[src/rtl/counter_display_pkg.sv]
// Shared definitions for the counter_display slice: seven-segment patterns,
// converter FSM state encoding, digit/step counts and the hex-to-segment decoder.
package counter_display_pkg;

    localparam int DIGITS    = 8;
    localparam int BCD_STEPS = 24;

    // Active-low {dp,g,f,e,d,c,b,a}; dp is always off.
    localparam logic [7:0] SEG_0     = 8'hC0;
    localparam logic [7:0] SEG_1     = 8'hF9;
    localparam logic [7:0] SEG_2     = 8'hA4;
    localparam logic [7:0] SEG_3     = 8'hB0;
    localparam logic [7:0] SEG_4     = 8'h99;
    localparam logic [7:0] SEG_5     = 8'h92;
    localparam logic [7:0] SEG_6     = 8'h82;
    localparam logic [7:0] SEG_7     = 8'hF8;
    localparam logic [7:0] SEG_8     = 8'h80;
    localparam logic [7:0] SEG_9     = 8'h90;
    localparam logic [7:0] SEG_A     = 8'h88;
    localparam logic [7:0] SEG_B     = 8'h83;
    localparam logic [7:0] SEG_C     = 8'hC6;
    localparam logic [7:0] SEG_D     = 8'hA1;
    localparam logic [7:0] SEG_E     = 8'h86;
    localparam logic [7:0] SEG_F     = 8'h8E;
    localparam logic [7:0] SEG_BLANK = 8'hFF;

    typedef enum logic [0:0] {
        ST_IDLE = 1'b0,
        ST_CONV = 1'b1
    } conv_state_t;

    function automatic logic [7:0] seg_decode(input logic [3:0] nib);
        logic [7:0] pat;
        case (nib)
            4'h0:    pat = SEG_0;
            4'h1:    pat = SEG_1;
            4'h2:    pat = SEG_2;
            4'h3:    pat = SEG_3;
            4'h4:    pat = SEG_4;
            4'h5:    pat = SEG_5;
            4'h6:    pat = SEG_6;
            4'h7:    pat = SEG_7;
            4'h8:    pat = SEG_8;
            4'h9:    pat = SEG_9;
            4'hA:    pat = SEG_A;
            4'hB:    pat = SEG_B;
            4'hC:    pat = SEG_C;
            4'hD:    pat = SEG_D;
            4'hE:    pat = SEG_E;
            4'hF:    pat = SEG_F;
            default: pat = SEG_BLANK;
        endcase
        return pat;
    endfunction

endpackage

[src/rtl/counter_display_if.sv]
// Capture/display bundle between the stopwatch side (master) and counter_display (slave).
interface counter_display_if;
    logic [23:0] counter;
    logic        sample;
    logic        hold;
    logic [7:0]  seg;
    logic [7:0]  an;
    logic        busy;

    modport master (output counter, output sample, output hold,
                    input  seg,     input  an,     input  busy);
    modport slave  (input  counter, input  sample, input  hold,
                    output seg,     output an,     output busy);
endinterface

[src/rtl/counter_display_bin2bcd_dd.sv]
// bin2bcd_dd: 24-bit binary to 8-digit BCD double-dabble converter.
// One shift step per cycle; busy is high for exactly BCD_STEPS cycles after start.
// done is high during the cycle whose closing edge performs the final shift,
// and bcd then carries the completed result so the caller can load it on that edge.
module bin2bcd_dd
    import counter_display_pkg::*;
(
    input  logic        clock,
    input  logic        reset,
    input  logic        start,
    input  logic [23:0] bin,
    output logic [31:0] bcd,
    output logic        done,
    output logic        busy
);

    localparam int STEP_W = 5;

    conv_state_t        state_r;
    logic [STEP_W-1:0]  step_r;
    logic [55:0]        shreg_r;   // {bcd[31:0], bin[23:0]}
    logic               busy_r;
    logic [55:0]        adj_s;
    logic [55:0]        shreg_next_s;

    // Add-3 correction on every BCD nibble >= 5, followed by the one-bit shift.
    always_comb begin
        adj_s = shreg_r;
        for (int i = 0; i < DIGITS; i++) begin
            if (shreg_r[24 + 4*i +: 4] >= 4'd5) begin
                adj_s[24 + 4*i +: 4] = shreg_r[24 + 4*i +: 4] + 4'd3;
            end else begin
                adj_s[24 + 4*i +: 4] = shreg_r[24 + 4*i +: 4];
            end
        end
        shreg_next_s = {adj_s[54:0], 1'b0};
    end

    // Converter FSM: IDLE waits for start, CONV performs BCD_STEPS shift steps.
    always_ff @(posedge clock or negedge reset) begin
        if (!reset) begin
            state_r <= ST_IDLE;
            step_r  <= 5'd0;
            shreg_r <= 56'd0;
            busy_r  <= 1'b0;
        end else begin
            case (state_r)
                ST_IDLE: begin
                    if (start) begin
                        shreg_r <= {32'd0, bin};
                        step_r  <= 5'd0;
                        busy_r  <= 1'b1;
                        state_r <= ST_CONV;
                    end else begin
                        busy_r  <= 1'b0;
                    end
                end
                ST_CONV: begin
                    shreg_r <= shreg_next_s;
                    if (step_r == STEP_W'(BCD_STEPS - 1)) begin
                        step_r  <= 5'd0;
                        busy_r  <= 1'b0;
                        state_r <= ST_IDLE;
                    end else begin
                        step_r  <= step_r + 5'd1;
                    end
                end
                default: begin
                    step_r  <= 5'd0;
                    busy_r  <= 1'b0;
                    state_r <= ST_IDLE;
                end
            endcase
        end
    end

    assign bcd  = shreg_next_s[55:24];
    assign done = (state_r == ST_CONV) && (step_r == STEP_W'(BCD_STEPS - 1));
    assign busy = busy_r;

endmodule

[src/rtl/counter_display.sv]
// counter_display: snapshots the 24-bit stopwatch counter and scans it onto an
// 8-digit common-anode seven-segment display, one digit per REFRESH_DIV cycles.
// Build option COUNTER_DISPLAY_BCD_EN: decimal display through the bin2bcd_dd
// converter; otherwise hex display with digits 6 and 7 blank.
module counter_display
    import counter_display_pkg::*;
#(
    parameter int REFRESH_DIV = 50000
)
(
    input  logic              clock,
    input  logic              reset,
    counter_display_if.slave  bus
);

    localparam int PRESC_W = (REFRESH_DIV > 1) ? $clog2(REFRESH_DIV) : 1;

    logic [PRESC_W-1:0] presc_r;
    logic [2:0]         idx_r;
    logic [31:0]        disp_r;
    logic [7:0]         seg_r;
    logic [7:0]         an_r;
    logic               busy_s;
    logic               capture_s;
    logic               blank_s;
    logic [3:0]         nibble_s;
    logic [7:0]         seg_s;
    logic [7:0]         an_s;

`ifdef COUNTER_DISPLAY_BCD_EN
    logic [31:0]        bcd_s;
    logic               done_s;

    bin2bcd_dd u_conv (
        .clock (clock),
        .reset (reset),
        .start (capture_s),
        .bin   (bus.counter),
        .bcd   (bcd_s),
        .done  (done_s),
        .busy  (busy_s)
    );
`else
    assign busy_s = 1'b0;
`endif

    // A sample is accepted only when not frozen and no conversion is running.
    assign capture_s = bus.sample & ~bus.hold & ~busy_s;

    // Display value: loaded on capture (hex) or on the final conversion shift (BCD).
    always_ff @(posedge clock or negedge reset) begin
        if (!reset) begin
            disp_r <= 32'd0;
        end else begin
`ifdef COUNTER_DISPLAY_BCD_EN
            if (done_s) begin
                disp_r <= bcd_s;
            end else begin
                disp_r <= disp_r;
            end
`else
            if (capture_s) begin
                disp_r <= {8'h00, bus.counter};
            end else begin
                disp_r <= disp_r;
            end
`endif
        end
    end

    // Decode the digit currently selected by the scan index.
    always_comb begin
        nibble_s = disp_r[{idx_r, 2'b00} +: 4];
`ifdef COUNTER_DISPLAY_BCD_EN
        blank_s  = 1'b0;
`else
        if (idx_r >= 3'd6) begin
            blank_s = 1'b1;
        end else begin
            blank_s = 1'b0;
        end
`endif
        if (blank_s) begin
            seg_s = SEG_BLANK;
        end else begin
            seg_s = seg_decode(nibble_s);
        end
        an_s = ~(8'd1 << idx_r);
    end

    // Scan timing: prescaler advances the digit index; seg/an register index and pattern together.
    always_ff @(posedge clock or negedge reset) begin
        if (!reset) begin
            presc_r <= '0;
            idx_r   <= 3'd0;
            seg_r   <= SEG_BLANK;
            an_r    <= 8'hFF;
        end else begin
            if (presc_r == PRESC_W'(REFRESH_DIV - 1)) begin
                presc_r <= '0;
                idx_r   <= idx_r + 3'd1;
            end else begin
                presc_r <= presc_r + PRESC_W'(1);
            end
            seg_r <= seg_s;
            an_r  <= an_s;
        end
    end

    assign bus.seg  = seg_r;
    assign bus.an   = an_r;
    assign bus.busy = busy_s;

endmodule
[src/flat_wrapper.sv]
// flat-port wrapper written by rule: the top's interface ports become plain ports
module counter_display_flat import counter_display_pkg::*;
#(
    parameter int REFRESH_DIV = 50000
)
  (clock, reset, bus_counter, bus_sample, bus_hold, bus_seg, bus_an, bus_busy);
  counter_display_if bus_i ();
  input  logic clock;
  input  logic reset;
  input wire logic [$bits(bus_i.counter)-1:0] bus_counter;
  input wire logic [$bits(bus_i.sample)-1:0] bus_sample;
  input wire logic [$bits(bus_i.hold)-1:0] bus_hold;
  output wire logic [$bits(bus_i.seg)-1:0] bus_seg;
  output wire logic [$bits(bus_i.an)-1:0] bus_an;
  output wire logic [$bits(bus_i.busy)-1:0] bus_busy;
  assign bus_i.counter = bus_counter;
  assign bus_i.sample = bus_sample;
  assign bus_i.hold = bus_hold;
  assign bus_seg = bus_i.seg;
  assign bus_an = bus_i.an;
  assign bus_busy = bus_i.busy;
  counter_display #(.REFRESH_DIV(REFRESH_DIV)) u_core (.clock(clock), .reset(reset), .bus(bus_i));
endmodule
[config.mk]
export PLATFORM = sky130hd
export DESIGN_NAME = counter_display_flat
export DESIGN_NICKNAME = d
export VERILOG_FILES = /design/src/rtl/counter_display_pkg.sv /design/src/rtl/counter_display_if.sv /design/src/rtl/counter_display_bin2bcd_dd.sv /design/src/rtl/counter_display.sv /design/src/flat_wrapper.sv
export SDC_FILE = /design/constraint.sdc
export NUM_CORES = 1
export LEC_CHECK = 0
export ABC_AREA = 1
export BUFFER_PORTS_ARGS = -buffer_cell sky130_fd_sc_hd__clkbuf_2
export CORE_ASPECT_RATIO = 1.4
export CORE_MARGIN = 1.5
export CORE_UTILIZATION = 35
export DETAILED_ROUTE_END_ITERATION = 10
export HOLD_SLACK_MARGIN = 0.1
export SLEW_MARGIN = 20
export SYNTH_ARGS = -nofsm -noshare
export SYNTH_HDL_FRONTEND = slang
export SYNTH_SLANG_ARGS = --single-unit
[constraint.sdc]
create_clock -name clock -period 1.7 [get_ports clock]
set_input_delay 0.34 -clock clock [delete_from_list [all_inputs] [get_ports clock]]
set_output_delay 0.34 -clock clock [all_outputs]
set_load 0.05 [all_outputs]
==> impl_summary.txt <==
----------------------------------------------------
[Status]
  Failing checks ... negative setup slack
  Status ... finished with violations

[Floorplan]
  Area of the die ... 9120 µm²
  Width of the die ... 81.1 µm
  Chip Height ... 112 µm
  Total I/O pin count ... 45
  Area of the placeable core ... 8250 µm²
  Starting Density ... 36.3%
  Rows ... 39

[Global routing]
  Grt total ovfl ... 0
  Antenna violations before repair ... 0
  Maximum number of pins on one net before global-route repair ... 59
  First-pass GRT wire length ... 10.6 mm
  Total global routing track utilization ... 15.2%
  Number of global-route vias before repair ... 2,392

[Critical path]
  Launch point of the worst path ... u_core.idx_r[0]
  CP startpoint kind ... flop
  Endpoint of the worst setup timing path ... u_core.bus.seg[6]
  Register-to-register path setup slack ... -30 ps
  Arr. time, crit path ... 2000 ps
  Source of the worst register-to-register timing path ... u_core.idx_r[0]
  Worst setup EP type ... flop
  Required arrival time at the worst endpoint ... 1980 ps
  Worst reg2reg endpoint ... u_core.bus.seg[6]
  Worst setup path category ... reg -> reg
  Critical Path Fanout Max ... 7
  Path depth of the worst reg2reg path ... 12

[Logic synthesis]
  Portion of synthesized cell area occupied by the leading cell type ... 36.0%
  Number of distinct standard cells referenced by the synthesized netlist ... 34
  Most repeated cell in the gate-level netlist after synthesis ... sky130_fd_sc_hd__nand2_1
  Main flop type after synthesis ... sky130_fd_sc_hd__dfrtp_1
  Largest cells by area after synthesis ... sky130_fd_sc_hd__dfrtp_1, sky130_fd_sc_hd__dfstp_2, sky130_fd_sc_hd__nand2_1
  Number of flops mapped to enable cells by yosys ... 0
  Synthesized netlist cell count ... 358
  Leading cell types by count after synthesis ... sky130_fd_sc_hd__nand2_1, sky130_fd_sc_hd__inv_1, sky130_fd_sc_hd__nor2_1
  Sequential element share of the synthesized area ... 49.2%
  Register bit count reported by yosys ... 58
  Yosys top cell by area ... sky130_fd_sc_hd__dfrtp_1
  Count of synthesis-stage warnings from yosys ... 0
  Async set or reset register ratio after synthesis ... 100%
  Synthesized netlist net count ... 399
  Average instance area after synthesis ... 8.35 µm²
  Cell area after synthesis ... 2990 µm²

[Clock network]
  Depth of the CTS H-tree ... 3
  Sinks on Clock Net ... 58
  Clock Latency Late Sink ... 330 ps
  TritonCTS clock tree ... yes
  Maximum buffer depth of the clock tree ... 2
  Root cell of the clock tree ... sky130_fd_sc_hd__clkbuf_16
  Cts bufs inserted ... 9
  Reg clk slew, reported paths ... 50 ps

[Final layout]
  FILL cells ... 761
  Number of antenna cells inserted ... 0
  Nets ... 468
  Filler-free cell count of the finished design ... 534
  Proportion of layout cells with a drive suffix above 1 ... 35.9%
  Synth-to-layout area growth ... 33.3%

[Timing]
  Worst-case setup margin in the final layout ... -27.8 ps
  Period minus WS final ... 1730 ps
  Final Max Tran Viols ... 0
  Highest clock frequency the design can meet ... 579 MHz
  RSZ-0062 raised after global routing ... true
  Portion of the clock cycle consumed by the worst path in the final layout ... 102%
  Setup-failing EPs final ... 5
  Worst Skew ... 4.00 ps
  Final-report hold violation count ... 0

[Detailed routing]
  Routed length per placed instance ... 12.4 µm
  Residual DRC count ... 0
  Remaining antenna violation count after routing ... 0
  DRC violation total after the first TritonRoute iteration ... 129
  First-pass detailed-route iteration total ... 4
  Per-cell via count in the routed design ... 4.66
  Total number of vias ... 2,489
  Total length of routed wires ... 6.61 mm

[Min path]
  Number of cells on the worst hold path ... 2
  Path class of the lowest-slack min-delay path ... in -> reg

[Placed design]
  Number of cells after detailed placement ... 506
  Input/output buffers ... 42
  Placer's final routability congestion estimate ... 0.934
  Half-perimeter wire length of the detailed placement result ... 4.53 mm
  Worst slack, placed ... -28.1 ps

[Power and ir drop]
  Total leakage power ... 0.00199 µW
  Design Power ... 4150 µW
  Worst IR Drop VDD ... 0.793 mV
  Power density over the cells ... 1040 nW/µm²

[Run]
  Max_cap viols ... 0

----------------------------------------------------
what timing repair did:
item	in CTS	in global routing
cloned	0	2
setup buffers	0	9
endpoints found under the setup margin	2	8
gates resized for setup	2	51
pin swaps	0	15
hold buffers	1	0
hold endpoints to repair	43	0
power by group:
part | total, µW | switching (µW) | internal, µW
logic | 651 | 428 | 223
registers | 1560 | 42.2 | 1520
clock network | 1940 | 621 | 1320
registers in the layout, indices dropped and copies added, names as in the netlist:
| signal | flops |
|---|---|
| u_core.bus.an | 8 |
| u_core.bus.seg | 7 |
| u_core.disp_r | 24 |
| u_core.idx_r | 3 |
| u_core.presc_r | 16 |
per-layer routing:
| layer | track usage, % | wire length [µm] | share of wire (%) |
|---|---|---|---|
| met1 | 18.7 | 2810 | 43 |
| met2 | 24.2 | 3380 | 51 |
| met3 | 3.74 | 246 | 3.7 |
| met4 | 8.16 | 172 | 2.6 |
| met5 | 0 | 0 | 0 |
worst max-delay path: stages (launching register included):
cell and delay, ps:
sky130_fd_sc_hd__dfrtp_2 450, sky130_fd_sc_hd__buf_6 160, sky130_fd_sc_hd__buf_6 120, sky130_fd_sc_hd__buf_4 130, sky130_fd_sc_hd__nand2_1 70, sky130_fd_sc_hd__nand3_1 110, sky130_fd_sc_hd__nand2_2 100, sky130_fd_sc_hd__nand2_4 100
sky130_fd_sc_hd__nand2_4 140, sky130_fd_sc_hd__nand3_2 100, sky130_fd_sc_hd__nand2_2 70, sky130_fd_sc_hd__inv_1 40, sky130_fd_sc_hd__nand2_1 60
how the worst min path moves through the flow:
| stage | from | slack [ps] | endpoint |
|---|---|---|---|
| 2_1_floorplan | reset | 40 | u_core.disp_r[0] |
| 3_3_place_gp | reset | 370 | u_core.presc_r[14] |
| 3_5_place_dp | reset | 370 | u_core.presc_r[15] |
| 4_1_cts | bus_counter[17] | 230 | u_core.disp_r[17] |
| 5_1_grt | bus_counter[19] | 250 | u_core.disp_r[19] |
| 6_report | bus_counter[17] | 240 | u_core.disp_r[17] |
layout make-up:
type	instances	area, µm²	share of cell area, %
flip-flops and latches	58	1470	36.9
repair buffers	64	409	10.3
well taps	102	128	3.20
clock buffers	11	243	6.09
multi-input cells	239	1440	36.0
clock inverters	5	77.6	1.95
repair inverters	1	5.00	0.126
inverters	54	218	5.46
through the flow:
step,hold WS [ps],setup TNS (ps),area (µm²),util (%)
3_3_place_gp,366,0,3380,41.0
2_1_floorplan,44.4,0,2990,-
6_report,235,-96.3,3990,48.4
5_1_grt,248,-661,3990,48.4
4_1_cts,229,0,3720,45.1
3_5_place_dp,373,-39.6,3380,41.0
cells by family after synthesis:
kind of cell,after synthesis,synth area share [%]
muxes,7,2.64
AOI/OAI and AO/OA,34,6.19
and+or+nand+nor,178,26.6
adders and majority gates,13,5.44
xor gates and xnor gates,4,1.17
other,2,0.251
buffers and inverters,62,8.54
DFF,58,49.2
cells in the final DEF (no fill, tap or decap), types with 3 or more instances in the layout:
| cell type | synthesis | final |
|---|---|---|
| sky130_fd_sc_hd__buf_4 | 3 | 15 |
| sky130_fd_sc_hd__nand3_2 | 1 | 8 |
| sky130_fd_sc_hd__clkbuf_2 | 0 | 42 |
| sky130_fd_sc_hd__nor3_1 | 5 | 4 |
| sky130_fd_sc_hd__nor4_1 | 3 | 3 |
| sky130_fd_sc_hd__nand2_2 | 5 | 14 |
| sky130_fd_sc_hd__nand2_1 | 75 | 65 |
| sky130_fd_sc_hd__clkbuf_16 | 0 | 9 |
| sky130_fd_sc_hd__nand3_1 | 31 | 24 |
| sky130_fd_sc_hd__dfrtp_1 | 43 | 42 |
| sky130_fd_sc_hd__buf_6 | 1 | 5 |
| sky130_fd_sc_hd__nand2_4 | 3 | 5 |
| sky130_fd_sc_hd__ha_1 | 13 | 7 |
| sky130_fd_sc_hd__a21oi_1 | 21 | 21 |
| sky130_fd_sc_hd__mux2_2 | 7 | 7 |
| sky130_fd_sc_hd__inv_2 | 6 | 5 |
| sky130_fd_sc_hd__clkinv_2 | 0 | 3 |
| sky130_fd_sc_hd__ha_4 | 0 | 4 |
| sky130_fd_sc_hd__nand4_1 | 4 | 4 |
| sky130_fd_sc_hd__xor2_1 | 3 | 3 |
| sky130_fd_sc_hd__o21ai_0 | 7 | 6 |
| sky130_fd_sc_hd__nor2_2 | 3 | 4 |
| sky130_fd_sc_hd__nor2_1 | 46 | 43 |
| sky130_fd_sc_hd__dfstp_2 | 15 | 15 |
| sky130_fd_sc_hd__inv_1 | 47 | 45 |
No activity file was read; power rests on OpenSTA's default activity.
